--- config.mk ---
export PLATFORM = sky130hd
export DESIGN_NAME = sdram_arbiter
export DESIGN_NICKNAME = d
export VERILOG_FILES = /design/src/rtl/sdram_arbiter.sv
export SDC_FILE = /design/constraint.sdc
export NUM_CORES = 1
export LEC_CHECK = 0
export ABC_AREA = 1
export CORE_MARGIN = 1
export CORE_UTILIZATION = 47
export DETAILED_ROUTE_END_ITERATION = 8
export GPL_TIMING_DRIVEN = 1
export PLACE_DENSITY = 0.87
export SLEW_MARGIN = 10
export SYNTH_ARGS = -nofsm -noshare
export SYNTH_HDL_FRONTEND = slang
export SYNTH_SLANG_ARGS = --single-unit
export TNS_END_PERCENT = 50
--- constraint.sdc ---
create_clock -name clk -period 3 [get_ports clk]
set_input_delay 0.6 -clock clk [delete_from_list [all_inputs] [get_ports clk]]
set_output_delay 0.6 -clock clk [all_outputs]
set_load 0.005 [all_outputs]
--- src/rtl/sdram_arbiter.sv ---
// Arbiter and sequencer between three game read slots, ROM-download byte writes
// and periodic refresh, feeding one command at a time to the SDRAM controller.
//
// state | meaning
// IDLE  | pick the next command: refresh, then write, then round-robin read
// ISSUE | sdram_req high, command fields latched and stable
// WAIT  | waiting for sdram_rdy
// DONE  | one cycle: slot ok pulse or write retire
module sdram_arbiter #(
    parameter int REFRESH_CYCLES = 384
) (
    input  logic        clk,
    input  logic        rst,
    input  logic        downloading,
    input  logic [21:0] ioctl_addr,
    input  logic [7:0]  ioctl_data,
    input  logic        ioctl_wr,
    output logic        wr_busy,
    output logic        wr_overrun,
    input  logic        slot0_req,
    input  logic [21:0] slot0_addr,
    output logic        slot0_ok,
    input  logic        slot1_req,
    input  logic [21:0] slot1_addr,
    output logic        slot1_ok,
    input  logic        slot2_req,
    input  logic [21:0] slot2_addr,
    output logic        slot2_ok,
    output logic [15:0] data_out,
    output logic        sdram_req,
    output logic        sdram_we,
    output logic        sdram_refresh,
    output logic [21:0] sdram_addr,
    output logic [15:0] sdram_din,
    output logic [1:0]  sdram_dqm,
    input  logic        sdram_ack,
    input  logic        sdram_rdy,
    input  logic [15:0] sdram_dout
);

    localparam int CW = (REFRESH_CYCLES > 1) ? $clog2(REFRESH_CYCLES) : 1;
    localparam logic [CW-1:0] REF_LAST = CW'(REFRESH_CYCLES - 1);

    typedef enum logic [1:0] {IDLE, ISSUE, WAIT, DONE} state_t;

    state_t        state, state_nx;
    logic [CW-1:0] ref_cnt;
    logic          ref_pend;
    logic          wr_pend;
    logic [21:0]   wr_addr;
    logic [15:0]   wr_din;
    logic [1:0]    wr_dqm;
    logic [1:0]    rr_ptr;
    logic [1:0]    cmd_idx;
    logic [2:0]    slot_req;
    logic          rd_hit;
    logic [1:0]    rd_idx;
    logic [1:0]    cand;
    logic [21:0]   rd_addr;
    logic          grant_ref, grant_wr, grant_rd;

    assign slot_req = {slot2_req, slot1_req, slot0_req};

    // Walk from farthest to nearest so the slot right after the last grant wins.
    always_comb begin
        rd_hit = 1'b0;
        rd_idx = rr_ptr;
        cand   = 2'd0;
        for (int i = 3; i >= 1; i--) begin
            cand = 2'((int'(rr_ptr) + i) % 3);
            if (slot_req[cand]) begin
                rd_hit = 1'b1;
                rd_idx = cand;
            end
        end
    end

    always_comb begin
        case (rd_idx)
            2'd0:    rd_addr = slot0_addr;
            2'd1:    rd_addr = slot1_addr;
            default: rd_addr = slot2_addr;
        endcase
    end

    always_comb begin
        state_nx  = state;
        grant_ref = 1'b0;
        grant_wr  = 1'b0;
        grant_rd  = 1'b0;
        case (state)
            IDLE: begin
                if (ref_pend) begin
                    grant_ref = 1'b1;
                    state_nx  = ISSUE;
                end else if (wr_pend) begin
                    grant_wr = 1'b1;
                    state_nx = ISSUE;
                end else if (!downloading && rd_hit) begin
                    grant_rd = 1'b1;
                    state_nx = ISSUE;
                end
            end
            ISSUE: if (sdram_ack) state_nx = sdram_refresh ? IDLE : WAIT;
            WAIT:  if (sdram_rdy) state_nx = DONE;
            DONE:  state_nx = IDLE;
            default: state_nx = IDLE;
        endcase
    end

    always_ff @(posedge clk) begin
        if (rst) begin
            state         <= IDLE;
            ref_cnt       <= '0;
            ref_pend      <= 1'b0;
            wr_pend       <= 1'b0;
            wr_busy       <= 1'b0;
            wr_overrun    <= 1'b0;
            wr_addr       <= '0;
            wr_din        <= '0;
            wr_dqm        <= '0;
            rr_ptr        <= 2'd2;
            cmd_idx       <= 2'd0;
            data_out      <= '0;
            sdram_we      <= 1'b0;
            sdram_refresh <= 1'b0;
            sdram_addr    <= '0;
            sdram_din     <= '0;
            sdram_dqm     <= '0;
        end else begin
            state <= state_nx;

            // An expiry coinciding with the refresh ack re-arms the request.
            if (state == ISSUE && sdram_ack && sdram_refresh) begin
                ref_pend      <= 1'b0;
                sdram_refresh <= 1'b0;
            end
            if (ref_cnt == REF_LAST) begin
                ref_cnt  <= '0;
                ref_pend <= 1'b1;
            end else begin
                ref_cnt <= ref_cnt + 1'b1;
            end

            if (ioctl_wr && wr_busy) begin
                wr_overrun <= 1'b1;
            end else if (ioctl_wr && downloading) begin
                wr_busy <= 1'b1;
                wr_pend <= 1'b1;
                wr_addr <= {1'b0, ioctl_addr[21:1]};
                wr_din  <= {ioctl_data, ioctl_data};
                wr_dqm  <= ioctl_addr[0] ? 2'b01 : 2'b10;
            end
            if (state == DONE && sdram_we) wr_busy <= 1'b0;

            if (grant_ref) begin
                sdram_refresh <= 1'b1;
                sdram_we      <= 1'b0;
                sdram_dqm     <= 2'b00;
            end else if (grant_wr) begin
                wr_pend       <= 1'b0;
                sdram_refresh <= 1'b0;
                sdram_we      <= 1'b1;
                sdram_addr    <= wr_addr;
                sdram_din     <= wr_din;
                sdram_dqm     <= wr_dqm;
            end else if (grant_rd) begin
                sdram_refresh <= 1'b0;
                sdram_we      <= 1'b0;
                sdram_addr    <= rd_addr;
                sdram_dqm     <= 2'b00;
                cmd_idx       <= rd_idx;
                rr_ptr        <= rd_idx;
            end

            if (state == WAIT && sdram_rdy && !sdram_we) data_out <= sdram_dout;
        end
    end

    assign sdram_req = (state == ISSUE);
    assign slot0_ok  = (state == DONE) && !sdram_we && (cmd_idx == 2'd0);
    assign slot1_ok  = (state == DONE) && !sdram_we && (cmd_idx == 2'd1);
    assign slot2_ok  = (state == DONE) && !sdram_we && (cmd_idx == 2'd2);

endmodule

==> summary.md <==
| Metric | Value |
|---|---|
| Diode count | 0 |
| Peak Freq | 398.0 MHz |
| Via count | 4989 |
| Internal cell power | 2783 uW |
| Sum of negative setup slack | 0 ns |
| Cell repeated most along the worst path | nand3_1 |
| Post-CTS Setup Bufs | 0 |
| CP Capture Type | flip-flop |
| Worst Hold Class | flip-flop to flip-flop |
| Site row count | 35 |
| First-pass GRT wire length | 21800 um |
| Commonest non-fill, non-tap cell in the layout | clkdlybuf4s50_1 |
| Number of remaining DRC errors | 0 |
| Finished Core Util | 70.77% |
| First-pass DRT Iterations | 4 |
| Slew HR | 55.23% |
| FILL cells | 737 |
| Worst Tran Pin Value | 0.6708 ns |
| Layout cells sized above 1 | 4.634% |
| Hold path endpoint | ref_cnt[0] |
| Reg-to-reg critical path startpoint | rr_ptr[1] |
| Met3 wire len | 921 um |
| Clock skew | 0.01441 ns |
| Prevailing post-synth register cell | dfxtp_1 |
| Antenna violations before repair | 0 |
| Buf/Inv on CP | 2 |
| Clock Path Buffers | 2 |
| Worst R2R Path Depth | 11 |
| Largest net degree at the start of global routing | 45 |
| Number of global-route vias before repair | 4691 |
| Post-cts resize count | 0 |
| Number of max-cap violations | 0 |
| Dpl hpwl | 10430 um |
| WL met2 | 6824 um |
| Min-delay src | ref_cnt[0] |
| GRT Total Usage | 27.66% |
| Area Growth Syn to Fin | 45.42% |
| Post-layout minimum cycle time | 2.513 ns |
| Clk pin slew, worst setup/hold paths | 0.09 ns |
| Combinational Power Share | 49.1% |
| DRT iter0 DRCs | 243 |
| Synth area leader | dfxtp_1 |
| Crit-path max FO | 22 |
| Final Net Count | 941 |
| # clock sinks | 99 |
| EDFF count, synth | 0 |
| PD cells | 727.0 nW/um^2 |
| Worst reg2reg path endpoint | sdram_addr[17] |
| VDD IR-drop max | 0.5495 mV |
| Clk root buf | clkbuf_8 |
| Final hold violations | 0 |
| Clk pwr share | 17.2% |
| Hold Path Stages | 1 |
| Cts-stage hold buffer count | 0 |
| Unrepaired setup endpoints after global routing | false |
| Final wirelength | 14100 um |
| Die area | 10010 um^2 |
| Post-synthesis average cell area | 6.898 um^2 |
| CTS Buf Count | 9 |
| Crit-path max cell delay | 0.41 ns |
| Die Span X | 100.0 um |
| Crit path required time | 3.29 ns |
| CP startpoint kind | flip-flop |
| Die height | 100.0 um |
| Async S/R FF share, synth | 0% |
| Highest routed layer | met4 |
| Status | complete, no violations |
| Proportion of netlist area held by the largest area contributor | 43.87% |
| Netlist cell types | 31 |
| M1 WL | 5845 um |
| Warning count from the yosys run | 0 |
| Synth top area cells | dfxtp_1 (44%), nor2_1 (14%), nand3_1 (9.0%) |
| Clk Latency, worst-skew pair | 0.37 ns |
| Most frequent cells in the layout | clkdlybuf4s50_1 (184), nor2_1 (166), dfxtp_1 (99) |
| CP delay by family, top | simple AND/OR/NAND/NOR gates |
| Critical path cell sequence | inv_1 -> ha_1 -> nor2_1 -> o21ai_2 -> or2_1 -> nand2_2 -> inv_2 -> nand3_1 -> nand3_1 -> nand2_1 -> a21oi_1 |
| Final setup fails | 0 |
| Sw Pwr | 1993 uW |
| Final period utilization | 83.76% |
| Synth Register Bits | 99 |
| Vias per cell | 5.257 |
| # port buffers | 184 |
| I/O pins | 185 |
| Leak pwr | 0.002695 uW |
| Fin. max-slew vios | 0 |
| Htree depth | 3 |
| Critical path class | flip-flop to flip-flop |
| CP arrival | 2.80 ns |
| GP Congestion | 0.9184 |
| Routed length per instance | 14.85 um |
| Reg power frac | 33.7% |
| Mapped Nets | 781 |
| Starting Density | 48.67% |
| TritonCTS clock tree | done |
| ANT nets after route | 0 |
| Sw frac | 41.73% |
| Post-synthesis sequential area ratio | 43.87% |
| Reg2reg setup slack | 0.49 ns |
| Synthesized area | 4518 um^2 |
| Mapped Cells | 655 |
| CP max stage cell | dfxtp_1 |
| Core box area | 9284 um^2 |
| GRT overflow | 0 |
| Fin Hold WS | 0.4601 ns |
sequential cells by signal (all words and copies together), names as in the netlist, named ones only:
signal and flops:
cmd_idx 1, data_out 16, ref_cnt 9, ref_pend 1
rr_ptr 2, sdram_addr 22, sdram_din 8, sdram_dqm 2
sdram_refresh 1, sdram_we 1, state 1, wr_addr 21
wr_busy 1, wr_din 8, wr_dqm 2, wr_overrun 1
wr_pend 1
logic make-up after synthesis:
group	synth area share [%]
AOI/OAI and AO/OA	13.93
xor gates and xnor gates	0.3878
adders and majority gates	1.385
buffers and inverters	7.948
DFF	43.87
and+or+nand+nor	32.48
through the flow:
stage	setup slack, ns	power (uW)	area, um^2	instances
5_1_grt	0.2753	5059	6570	949
3_5_place_dp	0.2993	3925	6377	933
4_1_cts	0.5203	4742	6570	949
2_1_floorplan	1.008	3019	4518	655
3_3_place_gp	0.4261	3835	6377	933
6_report	0.4871	4777	6570	949
synth_stat cells (all sizes together), types with 3 or more instances:
cell type  instances
nand4              3
a21oi             55
buf               25
nor3b              3
clkbuf            20
nand3             81
ha                 5
o21ai             60
nand2             90
dfxtp             99
inv               32
nor3               4
nor2             168
final cells by class:
cell class / count / area, um^2 / share of cell area [%]
multi-input cells: 479 / 2180 / 33.17
repair buffers: 194 / 1929 / 29.37
clock inverters: 6 / 55.05 / 0.8379
flip-flops and latches: 99 / 1982 / 30.17
well taps: 129 / 161.4 / 2.457
inverters: 32 / 125.1 / 1.904
clock buffers: 10 / 137.6 / 2.095
metal layers:
metal  vias up  track usage, %
met2       213           47.00
met1      2286           33.73
met4         0           14.05
li1       2452               -
met3        38           4.875
met5         -               0
power by group through the flow:
| stage | sequential (uW) | clock (uW) | combinational, uW |
|---|---|---|---|
| finish | 1610 | 822 | 2340 |
| floorplan | 1620 | 0 | 1400 |
| detailed placement | 1630 | 0 | 2290 |
| global route | 1630 | 887 | 2540 |
| global placement | 1630 | 0 | 2210 |
| CTS | 1610 | 838 | 2300 |
how the worst max path moves through the flow:
stage	endpoint	startpoint	slack, ns	cells past startpoint
after floorplan	sdram_addr[21]	rr_ptr[1]	1.01	12
after global placement	sdram_addr[0]	slot2_req	0.43	13
after detailed placement	sdram_addr[11]	slot2_req	0.30	12
after CTS	sdram_addr[11]	rr_ptr[1]	0.52	12
after global routing	sdram_addr[12]	rr_ptr[1]	0.28	12
final	sdram_addr[17]	rr_ptr[1]	0.49	11
Power figures use the tool's default switching activity.
